File: config.mk
export PLATFORM = sky130hd
export DESIGN_NAME = digit_sequence_game
export DESIGN_NICKNAME = d
export VERILOG_FILES = /design/src/rtl/digit_sequence_game_pkg.sv /design/src/rtl/digit_sequence_game_seq_mem.sv /design/src/rtl/digit_sequence_game.sv
export SDC_FILE = /design/constraint.sdc
export NUM_CORES = 1
export LEC_CHECK = 0
export CAP_MARGIN = 5
export CORE_ASPECT_RATIO = 1.2
export CORE_MARGIN = 2
export CORE_UTILIZATION = 50
export DETAILED_ROUTE_END_ITERATION = 6
export HOLD_SLACK_MARGIN = 0.06
export PLACE_DENSITY_LB_ADDON = 0.15
export SLEW_MARGIN = 5
export SYNTH_ARGS = -nofsm -noshare
export SYNTH_HDL_FRONTEND = slang
export SYNTH_SLANG_ARGS = --single-unit
File: constraint.sdc
create_clock -name i_clk -period 6.3 [get_ports i_clk]
set_input_delay 0.63 -clock i_clk [delete_from_list [all_inputs] [get_ports i_clk]]
set_output_delay 0.63 -clock i_clk [all_outputs]
set_load 0.01 [all_outputs]
File: src/rtl/digit_sequence_game_pkg.sv
// Shared definitions for the digit sequence game: state encoding, digit width
// and the fold that maps a raw 4-bit random value onto 0-9.
package digit_sequence_game_pkg;

  localparam int DIGIT_W   = 4;
  localparam int DIGIT_MAX = 9;

  typedef enum logic [2:0] {
    S_IDLE  = 3'd0,
    S_ADD   = 3'd1,
    S_SHOW  = 3'd2,
    S_GAP   = 3'd3,
    S_INPUT = 3'd4,
    S_WIN   = 3'd5,
    S_FAIL  = 3'd6
  } state_t;

  // Values 10..15 from the random source are stored as value-10.
  function automatic logic [DIGIT_W-1:0] fold_digit(input logic [DIGIT_W-1:0] d);
    return (d > DIGIT_W'(DIGIT_MAX)) ? d - DIGIT_W'(10) : d;
  endfunction

endpackage

File: src/rtl/digit_sequence_game_seq_mem.sv
// Sequence storage: DEPTH x DIGIT_W register file, one synchronous write port
// and one asynchronous read port. Contents are not reset; the game length
// decides which entries are meaningful.
module digit_sequence_game_seq_mem
  import digit_sequence_game_pkg::*;
#(
  parameter int DEPTH = 16,
  parameter int AW    = 4
) (
  input  logic               i_clk,
  input  logic               i_we,
  input  logic [AW-1:0]      i_wr_addr,
  input  logic [DIGIT_W-1:0] i_wr_data,
  input  logic [AW-1:0]      i_rd_addr,
  output logic [DIGIT_W-1:0] o_rd_data
);

  logic [DIGIT_W-1:0] r_mem [DEPTH];

  // Write one digit per ADD cycle.
  always_ff @(posedge i_clk) begin
    if (i_we) r_mem[i_wr_addr] <= i_wr_data;
  end

  assign o_rd_data = r_mem[i_rd_addr];

endmodule

File: src/rtl/digit_sequence_game.sv
// Memory-game core: grows a digit sequence one round at a time, plays it back
// on a single 7-segment digit and checks the player's keyed entries.
// Optional feature macro: INPUT_TIMEOUT_EN (per-key tick timeout in INPUT).
//
//   state   | meaning
//   S_IDLE  | waiting for the first start
//   S_ADD   | append one random digit, one cycle
//   S_SHOW  | display mem[idx] for SHOW_TICKS ticks
//   S_GAP   | dark for GAP_TICKS ticks between shown digits
//   S_INPUT | compare player keys against the sequence
//   S_WIN   | full MAX_LEN sequence entered, waits for start
//   S_FAIL  | wrong key (or timeout), waits for start
module digit_sequence_game
  import digit_sequence_game_pkg::*;
#(
  parameter int MAX_LEN       = 16,
  parameter int SHOW_TICKS    = 4,
  parameter int GAP_TICKS     = 1,
  parameter int TIMEOUT_TICKS = 20,
  localparam int LEN_W        = $clog2(MAX_LEN + 1)
) (
  input  logic               i_clk,
  input  logic               i_reset,
  input  logic               i_tick,
  input  logic [DIGIT_W-1:0] i_rnd_digit,
  input  logic               i_start,
  input  logic               i_key_valid,
  input  logic [DIGIT_W-1:0] i_key_digit,
  output logic [DIGIT_W-1:0] o_disp_digit,
  output logic               o_disp_blank,
  output logic [LEN_W-1:0]   o_level,
  output logic               o_busy,
  output logic               o_win,
  output logic               o_fail
);

  localparam int IDX_W   = (MAX_LEN > 1) ? $clog2(MAX_LEN) : 1;
  localparam int SG_TOP  = (SHOW_TICKS > GAP_TICKS) ? SHOW_TICKS : GAP_TICKS;
`ifdef INPUT_TIMEOUT_EN
  localparam int CNT_TOP = (TIMEOUT_TICKS > SG_TOP) ? TIMEOUT_TICKS : SG_TOP;
`else
  localparam int CNT_TOP = SG_TOP;
`endif
  localparam int CNT_W   = $clog2(CNT_TOP + 1);

  state_t             r_state, w_state_nxt;
  logic [LEN_W-1:0]   r_len;
  logic [IDX_W-1:0]   r_idx;
  logic [CNT_W-1:0]   r_tick_cnt;

  logic [DIGIT_W-1:0] r_disp_digit, w_disp_digit_nxt;
  logic               r_disp_blank, w_disp_blank_nxt;

  logic               w_we;
  logic [IDX_W-1:0]   w_wr_addr, w_rd_addr;
  logic [DIGIT_W-1:0] w_wr_data, w_mem_rd, w_rd_data;
  logic               w_last, w_key_match, w_show_end, w_gap_end;

  assign w_we      = (r_state == S_ADD);
  assign w_wr_addr = r_len[IDX_W-1:0];
  assign w_wr_data = fold_digit(i_rnd_digit);

  // Address is the index of the digit being compared in INPUT, or of the
  // digit about to be shown, so the display register loads in step with SHOW.
  assign w_rd_addr = (r_state == S_ADD) ? '0 :
                     (r_state == S_GAP) ? r_idx + IDX_W'(1) : r_idx;

  // First round shows the digit written in the same cycle.
  assign w_rd_data = (w_we && (w_wr_addr == w_rd_addr)) ? w_wr_data : w_mem_rd;

  assign w_last      = (LEN_W'(r_idx) == r_len - LEN_W'(1));
  assign w_key_match = (i_key_digit <= DIGIT_W'(DIGIT_MAX)) && (i_key_digit == w_rd_data);
  assign w_show_end  = (r_tick_cnt == CNT_W'(SHOW_TICKS - 1));
  assign w_gap_end   = (r_tick_cnt == CNT_W'(GAP_TICKS - 1));

  digit_sequence_game_seq_mem #(
    .DEPTH (MAX_LEN),
    .AW    (IDX_W)
  ) u_seq_mem (
    .i_clk     (i_clk),
    .i_we      (w_we),
    .i_wr_addr (w_wr_addr),
    .i_wr_data (w_wr_data),
    .i_rd_addr (w_rd_addr),
    .o_rd_data (w_mem_rd)
  );

  // State register.
  always_ff @(posedge i_clk) begin
    if (i_reset) r_state <= S_IDLE;
    else         r_state <= w_state_nxt;
  end

  // Next-state logic; a key in INPUT always takes priority over a tick.
  always_comb begin
    w_state_nxt = r_state;
    case (r_state)
      S_IDLE:  if (i_start) w_state_nxt = S_ADD;
      S_ADD:   w_state_nxt = S_SHOW;
      S_SHOW:  if (i_tick && w_show_end) w_state_nxt = S_GAP;
      S_GAP:   if (i_tick && w_gap_end) w_state_nxt = w_last ? S_INPUT : S_SHOW;
      S_INPUT: begin
        if (i_key_valid) begin
          if (!w_key_match)                     w_state_nxt = S_FAIL;
          else if (w_last && (r_len == LEN_W'(MAX_LEN))) w_state_nxt = S_WIN;
          else if (w_last)                      w_state_nxt = S_ADD;
        end
`ifdef INPUT_TIMEOUT_EN
        else if (i_tick && (r_tick_cnt == CNT_W'(TIMEOUT_TICKS - 1))) begin
          w_state_nxt = S_FAIL;
        end
`endif
      end
      S_WIN, S_FAIL: if (i_start) w_state_nxt = S_ADD;
      default: w_state_nxt = S_IDLE;
    endcase
  end

  // Length, playback index and tick counter.
  always_ff @(posedge i_clk) begin
    if (i_reset) begin
      r_len      <= '0;
      r_idx      <= '0;
      r_tick_cnt <= '0;
    end else begin
      case (r_state)
        S_ADD: begin
          r_len      <= r_len + LEN_W'(1);
          r_idx      <= '0;
          r_tick_cnt <= '0;
        end
        S_SHOW: if (i_tick) r_tick_cnt <= w_show_end ? '0 : r_tick_cnt + CNT_W'(1);
        S_GAP: begin
          if (i_tick) begin
            if (w_gap_end) begin
              r_tick_cnt <= '0;
              r_idx      <= w_last ? '0 : r_idx + IDX_W'(1);
            end else begin
              r_tick_cnt <= r_tick_cnt + CNT_W'(1);
            end
          end
        end
        S_INPUT: begin
          if (i_key_valid) begin
            r_tick_cnt <= '0;
            if (w_key_match && !w_last) r_idx <= r_idx + IDX_W'(1);
          end
`ifdef INPUT_TIMEOUT_EN
          else if (i_tick) begin
            r_tick_cnt <= r_tick_cnt + CNT_W'(1);
          end
`endif
        end
        S_WIN, S_FAIL: if (i_start) r_len <= '0;
        default: ;
      endcase
    end
  end

  // Display values for the upcoming state; the key echo holds until the next key.
  always_comb begin
    w_disp_digit_nxt = r_disp_digit;
    w_disp_blank_nxt = r_disp_blank;
    case (w_state_nxt)
      S_SHOW: begin
        w_disp_digit_nxt = w_rd_data;
        w_disp_blank_nxt = 1'b0;
      end
      S_INPUT: begin
        if ((r_state == S_INPUT) && i_key_valid) begin
          w_disp_digit_nxt = i_key_digit;
          w_disp_blank_nxt = 1'b0;
        end
      end
      default: w_disp_blank_nxt = 1'b1;
    endcase
  end

  // Registered outputs, aligned with the state they describe.
  always_ff @(posedge i_clk) begin
    if (i_reset) begin
      r_disp_digit <= '0;
      r_disp_blank <= 1'b1;
      o_busy       <= 1'b0;
      o_win        <= 1'b0;
      o_fail       <= 1'b0;
    end else begin
      r_disp_digit <= w_disp_digit_nxt;
      r_disp_blank <= w_disp_blank_nxt;
      o_busy       <= (w_state_nxt == S_ADD) || (w_state_nxt == S_SHOW) || (w_state_nxt == S_GAP);
      o_win        <= (w_state_nxt == S_WIN);
      o_fail       <= (w_state_nxt == S_FAIL);
    end
  end

  assign o_disp_digit = r_disp_digit;
  assign o_disp_blank = r_disp_blank;
  assign o_level      = r_len;

endmodule
==> flow_summary_export.csv <==
group,metric,value,unit
floorplan,core-area,8611,µm²
global_routing,grt_max_degree,21,
synthesis,netlist_area,4441,µm²
power_and_ir_drop,irDropWorstVdd,142.1,µV
placement,numPortBuffers,25,
placement,dp_slack,1.686,ns
synthesis,synth-compound-area-share,14.03,%
global_routing,grt_pass1_vias,3060,
power_and_ir_drop,internal_power,0.8895,mW
worst_setup_path,worstSetupPathType,"flop to flop",
floorplan,initial_core_util,51.57,%
route,drt_iter0_markers,209,
power_and_ir_drop,power_switching,0.2562,mW
route,dr.pass1.iters,4,
worst_setup_path,reg2reg_from,"r_state[2]",
floorplan,pin_count,26,
route,via_per_inst,5.687,
timing,hold_viol_final,0,
timing,setup_tns,0,ns
power_and_ir_drop,leakage,1.627,nW
placement,dp_hpwl,6846,µm
global_routing,grtUsageTotal,20.79,%
floorplan,rows,37,
route,drc,0,
placement,gp_routability_congestion,0.8415,
timing,grt_setup_unrepaired,"no",
worst_setup_path,critical_path.cell_chain,"nand2b_1 > a21o_1 > buf_4 > mux2i_1 > a22oi_1 > and3_1 > or2_4 > nor4_4 > nor2_1 > o31ai_1 > or4b_1 > a31o_1",
clock_tree,cts_sinks,87,
hold_path,hold_depth,1,
final_layout,final_common_cell,"edfxtp_1",
worst_setup_path,cp_max_fo,19,
power_and_ir_drop,swShare,22.36,%
synthesis,avgSynthCellArea,11.44,µm²
placement,place_area,4750,µm²
worst_setup_path,worstReg2RegEnd,"o_disp_blank",
timing,slew_headroom,36.15,%
hold_path,hp-class,"flop to flop",
final_layout,fill_cells,740,
worst_setup_path,start_kind,"flop",
synthesis,ys.flop_type,"edfxtp_1",
clock_tree,cts_max_path_buffers,2,
flow_run,maxCapViolations,0,
final_layout,nets,435,
global_routing,grt_pass1_wl,15420,µm
power_and_ir_drop,seq_power_share,55.1,%
clock_tree,cts_tree,"yes",
synthesis,synth-seq-area-share,53.65,%
final_layout,n_antenna_cell,0,
clock_tree,clkLatencyLatePin,0.37,ns
final_layout,fin_area,4955,µm²
final_layout,multi_input_area,1888,µm²
synthesis,synth_top_area_share,43.28,%
hold_path,hold_path_startpoint,"o_disp_digit[1]",
timing,layout_setup_ws,1.665,ns
synthesis,synthXorXnorAreaFrac,1.775,%
timing,maxSlewViolCount,0,
worst_setup_path,rr_worst_depth,12,
worst_setup_path,ff2ff_setup_slack,1.67,ns
synthesis,syn_nets,412,
route,drt_wl_total,9337,µm
global_routing,antenna_found_initial,0,
timing,worstMarginPinSlew,0.9578,ns
synthesis,synth_edf_count,64,
clock_tree,htreeDepth,3,
worst_setup_path,endpoint_kind,"flop",
synthesis,synth.area.mux_share,8.030,%
route,wl_per_cell,17.52,µm
worst_setup_path,arrival,4.90,ns
synthesis,synth_cells,388,
floorplan,die_w,90.03,µm
synthesis,ys_async_sr_fraction,0,%
worst_setup_path,slowest_delay,0.85,ns
power_and_ir_drop,pwr-share-comb,8.8,%
timing,min_period,4.635,ns
clock_tree,post_cts_buffers,0,
power_and_ir_drop,power_density,231.2,nW/µm²
global_routing,overflow,0,
clock_tree,cts_hold_buf,0,
timing,fmax,215.8,MHz
clock_tree,path_clk_slew,0.09,ns
synthesis,ys_ff_latch,87,
synthesis,synth_top_family_by_area,"simple AND/OR/NAND/NOR gates",
final_layout,seqCellArea,2382,µm²
worst_setup_path,cp.required,6.57,ns
synthesis,yosysUniqueCellTypes,66,
synthesis,synth.area.top_cells,"edfxtp_1, dfxtp_1, mux2i_1",
synthesis,yosys.area_share.simple,15.58,%
power_and_ir_drop,clock_power_share,36.0,%
route,vias,3031,
timing,fin_skew,0.01239,ns
final_layout,drive_gt1_share,7.692,%
floorplan,dieArea,9654,µm²
worst_setup_path,slowest_stage,"a21o_1",
timing,finalSetupViolCount,0,
final_layout,mostFrequentLayoutCells,"edfxtp_1, nor2_1, mux2i_1",
clock_tree,cts_resized,0,
hold_path,hold_end,"o_disp_digit[1]",
timing,fin_crit_sh,73.57,%
timing,hold_ws,0.4837,ns
synthesis,synthAdderAreaFrac,3.099,%
clock_tree,cts_buffers,9,
outcome,outcome,"finished clean",
synthesis,yosysWarningCount,0,
final_layout,syn2layout_area_growth,11.58,%
power_and_ir_drop,total_power,1.146,mW
synthesis,yosysTopAreaCell,"edfxtp_1",
floorplan,chipHeight,107.2,µm
route,ant_nets,0,
clock_tree,root_buffer,"clkbuf_8",
-- sequential cells by signal (all words and copies together), names as in the netlist, 3 cells and up --
register,flops
u_seq_mem.r_mem,64
o_level,5
o_disp_digit,4
r_idx,4
r_state,3
r_tick_cnt,3
-- power groups by stage --
stage	registers (mW)	clock network [mW]	logic, mW
floorplan	0.642	0	0.0687
finish	0.632	0.413	0.101
global placement	0.645	0	0.0998
detailed placement	0.645	0	0.102
global route	0.633	0.446	0.112
CTS	0.632	0.422	0.102
-- cell families (layout without fill, tap and decap cells) --
logic type / Yosys count / count (layout)
flip-flops: 87 / 87
AND/OR/NAND/NOR: 125 / 125
adder cells (fa/ha/maj): 11 / 11
buffers and inverters: 32 / 60
multiplexers: 35 / 35
AO/OA/AOI/OAI: 89 / 89
XOR/XNOR: 9 / 9
-- per-stage QoR --
step                      instances  util (%)
after floorplan                 388         -
after global placement          517     55.16
after detailed placement        517     55.16
after CTS                       533     57.54
after global routing            533     57.54
final                           533     57.54
-- layout make-up --
class | instances | share of cell area [%]
Clock buffer | 12 | 2.727
Clock inverter | 4 | 1.414
Inverter | 16 | 1.212
Multi-Input combinational cell | 269 | 38.11
Sequential cell | 87 | 48.08
Tap cell | 117 | 2.955
Timing Repair Buffer | 28 | 5.505
-- cells in the mapped netlist (2+ instances only) --
cell type and number:
a221oi_1 2, a21o_1 3, o22ai_1 3, mux2i_1 33, or2_4 2, a31oi_1 2
buf_8 2, a22o_1 5, o21ai_0 11, ha_1 11, o31ai_1 2, dfxtp_1 23
and2_1 3, nand3_1 4, nand4b_1 2, buf_6 3, o21a_1 3, nor2_1 37
or3_1 6, nor3_1 8, xnor2_1 6, clkbuf_1 9, inv_1 16, a21oi_2 3
a32oi_1 2, a21oi_1 20, nand2b_1 6, nor2b_1 11, a211oi_1 7, edfxtp_1 64
or3b_1 2, xor2_1 3, nand2_1 27, a22oi_1 15
-- metal layers --
| layer | track usage (%) | part of all wire [%] | vias up |
|---|---|---|---|
| met4 | 9.670 | 2.3 | 0 |
| met3 | 3.092 | 2.3 | 14 |
| li1 | - | - | 1491 |
| met1 | 25.08 | 43 | 1486 |
| met2 | 36.79 | 52 | 40 |
| met5 | 0 | 0 | - |
-- worst max-delay path, delay by kind of cell (launching register included) --
family,cells,cell delay [ns]
buffers and inverters,1,0.35
AO/OA/AOI/OAI,4,1.38
AND/OR/NAND/NOR,6,1.98
flip-flops,1,0.60
multiplexers,1,0.21
-- worst max-delay path by stage --
stage | start | end | cells past startpoint | slack [ns]
floorplan | o_level[0] | o_disp_blank | 11 | 3.07
global placement | r_state[2] | o_disp_blank | 12 | 1.77
detailed placement | r_state[2] | o_disp_blank | 12 | 1.69
CTS | r_state[2] | o_disp_blank | 12 | 1.68
global route | r_state[2] | r_idx[2] | 12 | 1.25
finish | r_state[2] | o_disp_blank | 12 | 1.67
No activity file was read; power rests on OpenSTA's default activity.
